<file path="src/rtl/blft_win_sched_if.sv">
// Handshake bundle between the window scheduler, pixel memory and the filter core.
interface blft_win_sched_if #(
  parameter int unsigned AW = 8
);
  logic            start;
  logic            busy;
  logic            done;
  logic            rd_req;
  logic [2*AW-1:0] rd_addr;
  logic            rd_gnt;
  logic [4:0]      win_row;
  logic [4:0]      win_col;
  logic            win_shift;
  logic            calc_start;
  logic            calc_done;
  logic            out_valid;
  logic [2*AW-1:0] out_addr;

  modport master (
    input  start, rd_gnt, calc_done,
    output busy, done, rd_req, rd_addr, win_row, win_col,
           win_shift, calc_start, out_valid, out_addr
  );

  modport slave (
    output start, rd_gnt, calc_done,
    input  busy, done, rd_req, rd_addr, win_row, win_col,
           win_shift, calc_start, out_valid, out_addr
  );
endinterface

</file>
<file path="src/rtl/blft_win_sched.sv">
// Bilateral-filter window scheduler: rasters interior output pixels, fetches each
// (2R+1)^2 window (reusing columns along a row), starts the core and publishes results.
module blft_win_sched #(
  parameter int unsigned IMG_W  = 256,
  parameter int unsigned IMG_H  = 256,
  parameter int unsigned AW     = 8,
  parameter int unsigned RADIUS = 5
) (
  input  logic              clk,
  input  logic              rst,
  blft_win_sched_if.master  bus
);

  localparam logic [4:0]    KM1    = 5'(2 * RADIUS);
  localparam logic [AW-1:0] R_A    = AW'(RADIUS);
  localparam logic [AW-1:0] PX_MAX = AW'(IMG_W - 1 - RADIUS);
  localparam logic [AW-1:0] PY_MAX = AW'(IMG_H - 1 - RADIUS);

  typedef enum logic [2:0] {
    S_IDLE, S_FILL, S_SHIFT, S_SLIDE, S_CALC_ISSUE, S_CALC_WAIT, S_EMIT, S_DONE
  } state_e;

  state_e          state_q, state_d;
  logic [AW-1:0]   py_q, py_d, px_q, px_d;
  logic [4:0]      fr_q, fr_d, fc_q, fc_d;
  logic            busy_q, busy_d, done_q, done_d;
  logic            rd_req_q, rd_req_d;
  logic [2*AW-1:0] rd_addr_q, rd_addr_d;
  logic [4:0]      win_row_q, win_row_d, win_col_q, win_col_d;
  logic            win_shift_q, win_shift_d, calc_start_q, calc_start_d;
  logic            out_valid_q, out_valid_d;
  logic [2*AW-1:0] out_addr_q, out_addr_d;
  logic [AW-1:0]   fetch_row, fetch_col;

  always_ff @(posedge clk or posedge rst) begin
    if (rst) begin
      state_q      <= S_IDLE;
      py_q         <= R_A;
      px_q         <= R_A;
      fr_q         <= '0;
      fc_q         <= '0;
      busy_q       <= 1'b0;
      done_q       <= 1'b0;
      rd_req_q     <= 1'b0;
      rd_addr_q    <= '0;
      win_row_q    <= '0;
      win_col_q    <= '0;
      win_shift_q  <= 1'b0;
      calc_start_q <= 1'b0;
      out_valid_q  <= 1'b0;
      out_addr_q   <= '0;
    end else begin
      state_q      <= state_d;
      py_q         <= py_d;
      px_q         <= px_d;
      fr_q         <= fr_d;
      fc_q         <= fc_d;
      busy_q       <= busy_d;
      done_q       <= done_d;
      rd_req_q     <= rd_req_d;
      rd_addr_q    <= rd_addr_d;
      win_row_q    <= win_row_d;
      win_col_q    <= win_col_d;
      win_shift_q  <= win_shift_d;
      calc_start_q <= calc_start_d;
      out_valid_q  <= out_valid_d;
      out_addr_q   <= out_addr_d;
    end
  end

  // Next state and counters; outputs are decoded from the next state so they register cleanly.
  always_comb begin
    state_d = state_q;
    py_d    = py_q;
    px_d    = px_q;
    fr_d    = fr_q;
    fc_d    = fc_q;

    case (state_q)
      S_IDLE: begin
        if (bus.start) begin
          state_d = S_FILL;
          py_d    = R_A;
          px_d    = R_A;
          fr_d    = '0;
          fc_d    = '0;
        end
      end
      S_FILL: begin
        if (bus.rd_gnt) begin
          if (fr_q == KM1) begin
            fr_d = '0;
            if (fc_q == KM1) begin
              fc_d    = '0;
              state_d = S_CALC_ISSUE;
            end else begin
              fc_d = fc_q + 5'd1;
            end
          end else begin
            fr_d = fr_q + 5'd1;
          end
        end
      end
      S_SHIFT: begin
        fr_d    = '0;
        state_d = S_SLIDE;
      end
      S_SLIDE: begin
        if (bus.rd_gnt) begin
          if (fr_q == KM1) begin
            fr_d    = '0;
            state_d = S_CALC_ISSUE;
          end else begin
            fr_d = fr_q + 5'd1;
          end
        end
      end
      S_CALC_ISSUE: state_d = S_CALC_WAIT;
      S_CALC_WAIT: begin
        if (bus.calc_done) state_d = S_EMIT;
      end
      S_EMIT: begin
        if (px_q < PX_MAX) begin
          px_d    = px_q + AW'(1);
          state_d = S_SHIFT;
        end else if (py_q < PY_MAX) begin
          px_d    = R_A;
          py_d    = py_q + AW'(1);
          fr_d    = '0;
          fc_d    = '0;
          state_d = S_FILL;
        end else begin
          state_d = S_DONE;
        end
      end
      S_DONE:  state_d = S_IDLE;
      default: state_d = S_IDLE;
    endcase

    // Window-relative fetch address; never wraps for interior outputs.
    fetch_row = py_d - R_A + AW'(fr_d);
    fetch_col = (state_d == S_SLIDE) ? (px_d + R_A) : (px_d - R_A + AW'(fc_d));

    rd_req_d     = (state_d == S_FILL) || (state_d == S_SLIDE);
    rd_addr_d    = rd_req_d ? {fetch_row, fetch_col} : '0;
    win_row_d    = rd_req_d ? fr_d : 5'd0;
    win_col_d    = (state_d == S_FILL) ? fc_d : ((state_d == S_SLIDE) ? KM1 : 5'd0);
    win_shift_d  = (state_d == S_SHIFT);
    calc_start_d = (state_d == S_CALC_ISSUE);
    out_valid_d  = (state_d == S_EMIT);
    out_addr_d   = (state_d == S_EMIT) ? {py_d, px_d} : out_addr_q;
    busy_d       = (state_d != S_IDLE) && (state_d != S_DONE);
    done_d       = (state_d == S_DONE);
  end

  assign bus.busy       = busy_q;
  assign bus.done       = done_q;
  assign bus.rd_req     = rd_req_q;
  assign bus.rd_addr    = rd_addr_q;
  assign bus.win_row    = win_row_q;
  assign bus.win_col    = win_col_q;
  assign bus.win_shift  = win_shift_q;
  assign bus.calc_start = calc_start_q;
  assign bus.out_valid  = out_valid_q;
  assign bus.out_addr   = out_addr_q;

endmodule
</file>
<file path="src/flat_wrapper.sv">
// flat-port wrapper written by rule: the top's interface ports become plain ports
module blft_win_sched_flat 
#(
  parameter int unsigned IMG_W  = 256,
  parameter int unsigned IMG_H  = 256,
  parameter int unsigned AW     = 8,
  parameter int unsigned RADIUS = 5
)
  (clk, rst, bus_start, bus_rd_gnt, bus_calc_done, bus_busy, bus_done, bus_rd_req, bus_rd_addr, bus_win_row, bus_win_col, bus_win_shift, bus_calc_start, bus_out_valid, bus_out_addr);
  blft_win_sched_if #(.AW(AW)) bus_i ();
  input  logic clk;
  input  logic rst;
  input wire logic [$bits(bus_i.start)-1:0] bus_start;
  input wire logic [$bits(bus_i.rd_gnt)-1:0] bus_rd_gnt;
  input wire logic [$bits(bus_i.calc_done)-1:0] bus_calc_done;
  output wire logic [$bits(bus_i.busy)-1:0] bus_busy;
  output wire logic [$bits(bus_i.done)-1:0] bus_done;
  output wire logic [$bits(bus_i.rd_req)-1:0] bus_rd_req;
  output wire logic [$bits(bus_i.rd_addr)-1:0] bus_rd_addr;
  output wire logic [$bits(bus_i.win_row)-1:0] bus_win_row;
  output wire logic [$bits(bus_i.win_col)-1:0] bus_win_col;
  output wire logic [$bits(bus_i.win_shift)-1:0] bus_win_shift;
  output wire logic [$bits(bus_i.calc_start)-1:0] bus_calc_start;
  output wire logic [$bits(bus_i.out_valid)-1:0] bus_out_valid;
  output wire logic [$bits(bus_i.out_addr)-1:0] bus_out_addr;
  assign bus_i.start = bus_start;
  assign bus_i.rd_gnt = bus_rd_gnt;
  assign bus_i.calc_done = bus_calc_done;
  assign bus_busy = bus_i.busy;
  assign bus_done = bus_i.done;
  assign bus_rd_req = bus_i.rd_req;
  assign bus_rd_addr = bus_i.rd_addr;
  assign bus_win_row = bus_i.win_row;
  assign bus_win_col = bus_i.win_col;
  assign bus_win_shift = bus_i.win_shift;
  assign bus_calc_start = bus_i.calc_start;
  assign bus_out_valid = bus_i.out_valid;
  assign bus_out_addr = bus_i.out_addr;
  blft_win_sched #(.IMG_W(IMG_W), .IMG_H(IMG_H), .AW(AW), .RADIUS(RADIUS)) u_core (.clk(clk), .rst(rst), .bus(bus_i));
endmodule
</file>
<file path="config.mk">
export PLATFORM = sky130hd
export DESIGN_NAME = blft_win_sched_flat
export DESIGN_NICKNAME = d
export VERILOG_FILES = /design/src/rtl/blft_win_sched_if.sv /design/src/rtl/blft_win_sched.sv /design/src/flat_wrapper.sv
export SDC_FILE = /design/constraint.sdc
export NUM_CORES = 1
export LEC_CHECK = 0
export CAP_MARGIN = 15
export CORE_MARGIN = 2
export CORE_UTILIZATION = 56
export CTS_BUF_LIST = sky130_fd_sc_hd__clkbuf_16
export DETAILED_ROUTE_END_ITERATION = 7
export GPL_ROUTABILITY_DRIVEN = 0
export HOLD_SLACK_MARGIN = 0.12
export PLACE_DENSITY = 0.8
export SYNTH_ARGS = -nofsm -noshare
export SYNTH_HDL_FRONTEND = slang
export SYNTH_SLANG_ARGS = --single-unit
export TNS_END_PERCENT = 5
</file>
<file path="constraint.sdc">
create_clock -name clk -period 4.1 [get_ports clk]
set_clock_uncertainty 0.2 [all_clocks]
set_input_delay 1.23 -clock clk [delete_from_list [all_inputs] [get_ports clk]]
set_output_delay 1.23 -clock clk [all_outputs]
set_load 0.02 [all_outputs]
</file>
==> run_summary.xml <==
<?xml version="1.0" encoding="UTF-8"?>
<metrics>
  <group name="outcome">
    <metric name="outcome" unit="">completed</metric>
  </group>
  <group name="hold_path">
    <metric name="worstHoldPathType" unit="">flip-flop to flip-flop</metric>
    <metric name="whs_path_depth" unit="">2</metric>
    <metric name="worst_hold_end" unit="">u_core.bus.out_addr[15]$_DFFE_PP0P_</metric>
    <metric name="hold_startpoint" unit="">u_core.bus.out_addr[15]$_DFFE_PP0P_</metric>
  </group>
  <group name="global_route">
    <metric name="gr_peak_layer" unit="">met2</metric>
    <metric name="met1_capacity_usage_during_global_routing" unit="">0.399</metric>
    <metric name="gr-usage-met3" unit="">0.0501</metric>
    <metric name="global_route.overflow_total" unit="">0</metric>
    <metric name="antenna_found_initial" unit="">0</metric>
    <metric name="grtUsageMet2" unit="">0.480</metric>
    <metric name="grt_pass1_vias" unit="">3936</metric>
    <metric name="gr-usage-all-layers" unit="">0.295</metric>
    <metric name="wire_length_of_the_first_global_routing_pass" unit="um">19400</metric>
    <metric name="maximum_number_of_pins_on_one_net_before_global_route_repair" unit="">29</metric>
  </group>
  <group name="power">
    <metric name="combPwrFrac" unit="">0.245</metric>
    <metric name="netSwitchingPower" unit="uW">604</metric>
    <metric name="report.power.total" unit="mW">2.16</metric>
    <metric name="leakage_power_total" unit="nW">2.82</metric>
    <metric name="power.clock.fraction" unit="">0.356</metric>
    <metric name="power.ir.vdd_worst" unit="V">0.000229</metric>
    <metric name="seqPwrFrac" unit="">0.399</metric>
    <metric name="netSwitchingFraction" unit="">0.280</metric>
    <metric name="cellPowerDensity" unit="nW/um^2">366</metric>
    <metric name="intPower" unit="mW">1.55</metric>
  </group>
  <group name="setup_path">
    <metric name="cp_num_buf_inv" unit="">18</metric>
    <metric name="crit_path_frequent_cell" unit="">sky130_fd_sc_hd__buf_4</metric>
    <metric name="critical_path.startpoint_type" unit="">input port</metric>
    <metric name="worst-endpoint-required" unit="ps">4160</metric>
    <metric name="critical_path.cell_chain" unit="">clkdlybuf4s15_1 &gt; inv_1 &gt; or2_4 &gt; nor3_4 &gt; nand3_2 &gt; buf_4 &gt; buf_4 &gt; buf_4 &gt; buf_4 &gt; buf_4 &gt; buf_4 &gt; buf_4 &gt; buf_4 &gt; buf_4 &gt; buf_4 &gt; buf_4 &gt; buf_4 &gt; buf_4 &gt; buf_4 &gt; buf_4 &gt; buf_4 &gt; nand2_1</metric>
    <metric name="reg2reg_depth" unit="">23</metric>
    <metric name="crit_arrival" unit="ps">4090</metric>
    <metric name="critical_path_capture_point_type" unit="">flip-flop</metric>
    <metric name="critical_path.slowest_cell" unit="">sky130_fd_sc_hd__or2_4</metric>
    <metric name="regToRegEndpoint" unit="">u_core.fc_q[1]$_DFF_PP0_</metric>
    <metric name="category_of_the_critical_setup_timing_path" unit="">input port to flip-flop</metric>
    <metric name="rr_startpoint" unit="">u_core.fr_q[0]$_DFF_PP0_</metric>
    <metric name="worstPathMaxFanout" unit="">2</metric>
    <metric name="family_of_cells_with_the_greatest_summed_delay_on_the_critical_path" unit="">buffers and inverters</metric>
    <metric name="rrSetupSlack" unit="ps">250</metric>
    <metric name="cp-startpoint" unit="">bus_rd_gnt</metric>
    <metric name="cpPeakStageDelay" unit="ps">250</metric>
  </group>
  <group name="cells_and_area">
    <metric name="syn2layout_area_growth" unit="%">39.6</metric>
    <metric name="antennaDiodeCount" unit="">0</metric>
    <metric name="fillerInstances" unit="">426</metric>
    <metric name="nNetsFinal" unit="">606</metric>
    <metric name="drive_above_1_share" unit="">0.272</metric>
  </group>
  <group name="yosys">
    <metric name="post_synth.cell_area_avg" unit="um^2">9.76</metric>
    <metric name="synth_compound_gate_area_share" unit="">0.184</metric>
    <metric name="synthFlopType" unit="">sky130_fd_sc_hd__dfrtp_1</metric>
    <metric name="dominant_combinational_cell_family_by_area_after_synthesis" unit="">compound AO/OA/AOI/OAI gates</metric>
    <metric name="syn-cell-area" unit="um^2">4230</metric>
    <metric name="yosys_warnings" unit="">0</metric>
    <metric name="synth_simple_gate_area_frac" unit="">0.157</metric>
    <metric name="post_synth_main_area_contributors" unit="">sky130_fd_sc_hd__dfrtp_1 (43%), sky130_fd_sc_hd__ha_1 (8.9%), sky130_fd_sc_hd__a21oi_1 (4.1%)</metric>
    <metric name="ffs_latches_synth" unit="">77</metric>
    <metric name="postSynthCellCount" unit="">433</metric>
    <metric name="synthesis.nets" unit="">470</metric>
    <metric name="synth-edff-count" unit="">0</metric>
    <metric name="synth.area.mux_share" unit="">0.00533</metric>
    <metric name="post_synth_xor_area_fraction" unit="">0.0456</metric>
    <metric name="asyncSetResetFlopFracSynth" unit="">1.00</metric>
    <metric name="synth.yosys.seq_area_share" unit="">0.457</metric>
    <metric name="yosys.area.top_type" unit="">sky130_fd_sc_hd__dfrtp_1</metric>
    <metric name="synth_cell_types" unit="">59</metric>
    <metric name="post-synth-top-area-fraction" unit="">0.432</metric>
    <metric name="synth_adder_area_share" unit="">0.0983</metric>
  </group>
  <group name="floorplanning">
    <metric name="area_enclosed_by_the_die_boundary" unit="um^2">8260</metric>
    <metric name="initial_utilization" unit="">0.580</metric>
    <metric name="rows" unit="">31</metric>
    <metric name="die_w" unit="um">90.9</metric>
    <metric name="fp.coreArea" unit="um^2">7290</metric>
    <metric name="io_pins" unit="">53</metric>
    <metric name="die-height" unit="um">90.9</metric>
  </group>
  <group name="sta">
    <metric name="period_share" unit="">0.983</metric>
    <metric name="slew_violations" unit="">0</metric>
    <metric name="final-setup-viol-count" unit="">0</metric>
    <metric name="timing.fmax" unit="GHz">0.248</metric>
    <metric name="relSlewSlack" unit="">0.563</metric>
    <metric name="report.final.hold_viol_count" unit="">0</metric>
    <metric name="worst_slew_pin_slew" unit="ps">655</metric>
    <metric name="period_needed" unit="ps">4030</metric>
    <metric name="final_critical_path_setup_slack" unit="ps">69.3</metric>
    <metric name="holdWs" unit="ps">283</metric>
  </group>
  <group name="route">
    <metric name="detail_route.vias_per_cell" unit="">5.74</metric>
    <metric name="routed_wire_per_std_cell" unit="um">17.2</metric>
    <metric name="num_vias" unit="">3864</metric>
    <metric name="route.final.wire_length" unit="um">11600</metric>
    <metric name="drt_first_pass_iters" unit="">6</metric>
    <metric name="drt_iter0_drc" unit="">231</metric>
    <metric name="final_antenna_net_count" unit="">0</metric>
    <metric name="drc" unit="">0</metric>
  </group>
  <group name="clock_tree">
    <metric name="ctsHtreeMaxLevel" unit="">3</metric>
    <metric name="clock-sinks" unit="">77</metric>
    <metric name="clk-insertion-delay-late" unit="ps">330</metric>
    <metric name="clk_pin_slew_worst_paths" unit="ps">60</metric>
    <metric name="clock_tree.buffer_depth" unit="">2</metric>
    <metric name="tritoncts" unit="">built</metric>
    <metric name="cts_inserted_buffers" unit="">9</metric>
    <metric name="cts-root-buf" unit="">sky130_fd_sc_hd__clkbuf_16</metric>
  </group>
  <group name="placement">
    <metric name="place_ws" unit="ps">-651</metric>
    <metric name="port_buffers" unit="">52</metric>
    <metric name="dpl.hpwl" unit="um">7460</metric>
  </group>
  <group name="run">
    <metric name="maxCapViolations" unit="">0</metric>
  </group>
</metrics>
==> synthesized netlist by cell type (2+ instances only) <==
library cell and number:
sky130_fd_sc_hd__o21bai_1 3, sky130_fd_sc_hd__xnor2_1 14, sky130_fd_sc_hd__o211ai_1 2, sky130_fd_sc_hd__a32oi_1 3
sky130_fd_sc_hd__inv_1 46, sky130_fd_sc_hd__nand2_1 32, sky130_fd_sc_hd__o2bb2ai_1 2, sky130_fd_sc_hd__and3_1 4
sky130_fd_sc_hd__and2_1 4, sky130_fd_sc_hd__xor2_1 8, sky130_fd_sc_hd__or2_2 2, sky130_fd_sc_hd__nor2b_1 2
sky130_fd_sc_hd__ha_1 30, sky130_fd_sc_hd__nand3_1 12, sky130_fd_sc_hd__a32o_1 2, sky130_fd_sc_hd__mux2_2 2
sky130_fd_sc_hd__a21o_1 10, sky130_fd_sc_hd__fa_1 2, sky130_fd_sc_hd__nand2b_1 6, sky130_fd_sc_hd__nor2_4 2
sky130_fd_sc_hd__nor3_1 9, sky130_fd_sc_hd__a21oi_1 35, sky130_fd_sc_hd__o31ai_1 3, sky130_fd_sc_hd__o21a_1 2
sky130_fd_sc_hd__nor2_1 38, sky130_fd_sc_hd__a21o_2 3, sky130_fd_sc_hd__buf_2 3, sky130_fd_sc_hd__o22ai_1 9
sky130_fd_sc_hd__clkbuf_1 6, sky130_fd_sc_hd__dfrtp_1 73, sky130_fd_sc_hd__o211ai_2 2, sky130_fd_sc_hd__nand4_1 5
sky130_fd_sc_hd__a211o_1 2, sky130_fd_sc_hd__dfstp_2 4, sky130_fd_sc_hd__o21ai_0 27
==> layout make-up <==
class                           count  area [um^2]  area share
Tap cell                           99          124      0.0210
Clock inverter                      7         58.8     0.00997
Clock buffer                        9          225      0.0382
Inverter                           47          176      0.0299
Sequential cell                    77         1930       0.328
Timing Repair Buffer              135         1150       0.195
Multi-Input combinational cell    299         2230       0.379
==> power groups by stage <==
stage | logic, mW | clock network, mW | registers [mW]
after floorplan | 0.232 | 0 | 0.928
after global placement | 0.491 | 0 | 0.866
after detailed placement | 0.507 | 0 | 0.869
after CTS | 0.517 | 0.768 | 0.855
after global routing | 0.579 | 0.804 | 0.865
final | 0.528 | 0.769 | 0.860
==> logic make-up (layout without fill, tap and decap cells) <==
group           count (synthesis)  count (layout)
simple gates                  127             127
flops                          77              77
mux                             2               2
fa+ha+maj                      32              32
compound gates                116             116
buf+inv                        57             198
xor+xnor                       22              22
==> through the flow <==
stage          utilization  cells  setup TNS (ps)  instance area, um^2
3_5_place_dp         0.725    634           -3740                 5290
3_3_place_gp         0.725    634           -3020                 5290
5_1_grt              0.809    673           -3.02                 5900
6_report             0.809    673               0                 5900
2_1_floorplan            -    433               0                 4240
4_1_cts              0.794    672               0                 5790
==> worst min-delay path, stage by stage, from the launching register on <==
cell and delay [ps]:
sky130_fd_sc_hd__dfrtp_1 340, sky130_fd_sc_hd__nand2_1 50, sky130_fd_sc_hd__nand2_1 60
==> layout by cell type (no fill, tap or decap), drive strengths merged, types with 3 or more instances in the layout <==
cell type / n
o211ai: 4
clkbuf: 9
clkinv: 3
xnor2: 14
a21oi: 36
a21o: 13
and3: 4
nand3: 12
o22ai: 9
ha: 30
o21bai: 3
nand2b: 6
nor2: 41
and2: 4
dfrtp: 73
nor3: 9
o21ai: 28
nand2: 32
inv: 49
dfstp: 4
o31ai: 3
a32oi: 3
buf: 83
xor2: 8
nand4: 5
clkdlybuf4s50: 50
==> metal layers <==
layer	vias up	wire, um	part of all wire
met2	162	5810	0.50
met1	1912	4970	0.43
met3	17	649	0.056
li1	1773	-	-
met4	0	181	0.016
met5	-	0	0
==> what timing repair did <==
item | CTS | global route
pin swaps | 16 | 21
setup buffers | 22 | 2
resized for setup | 16 | 27
setup endpoints to repair | 5 | 6
hold buffers | 0 | 0
==> how the worst max path moves through the flow <==
| stage | endpoint | slack (ps) | cells past startpoint |
|---|---|---|---|
| 2_1_floorplan | u_core.bus.rd_addr[7]$_DFF_PP0_ | 10 | 16 |
| 3_5_place_dp | u_core.bus.rd_addr[7]$_DFF_PP0_ | -650 | 17 |
| 6_report | u_core.fc_q[1]$_DFF_PP0_ | 70 | 22 |
| 4_1_cts | u_core.bus.rd_addr[7]$_DFF_PP0_ | 20 | 19 |
| 5_1_grt | u_core.bus.rd_addr[15]$_DFF_PP0_ | -3 | 17 |
| 3_3_place_gp | u_core.bus.rd_addr[7]$_DFF_PP0_ | -550 | 17 |
==> state kept, by name (all words and copies together), names as in the netlist <==
signal	flops
u_core.bus.rd_addr	16
u_core.px_q	8
u_core.bus.done	1
u_core.bus.win_row	5
u_core.state_q	3
u_core.bus.rd_req	1
u_core.bus.win_shift	1
u_core.bus.calc_start	1
u_core.bus.out_addr	16
u_core.bus.busy	1
u_core.fr_q	5
u_core.bus.win_col	5
u_core.py_q	8
u_core.fc_q	5
u_core.bus.out_valid	1
Power figures use the tool's default switching activity.
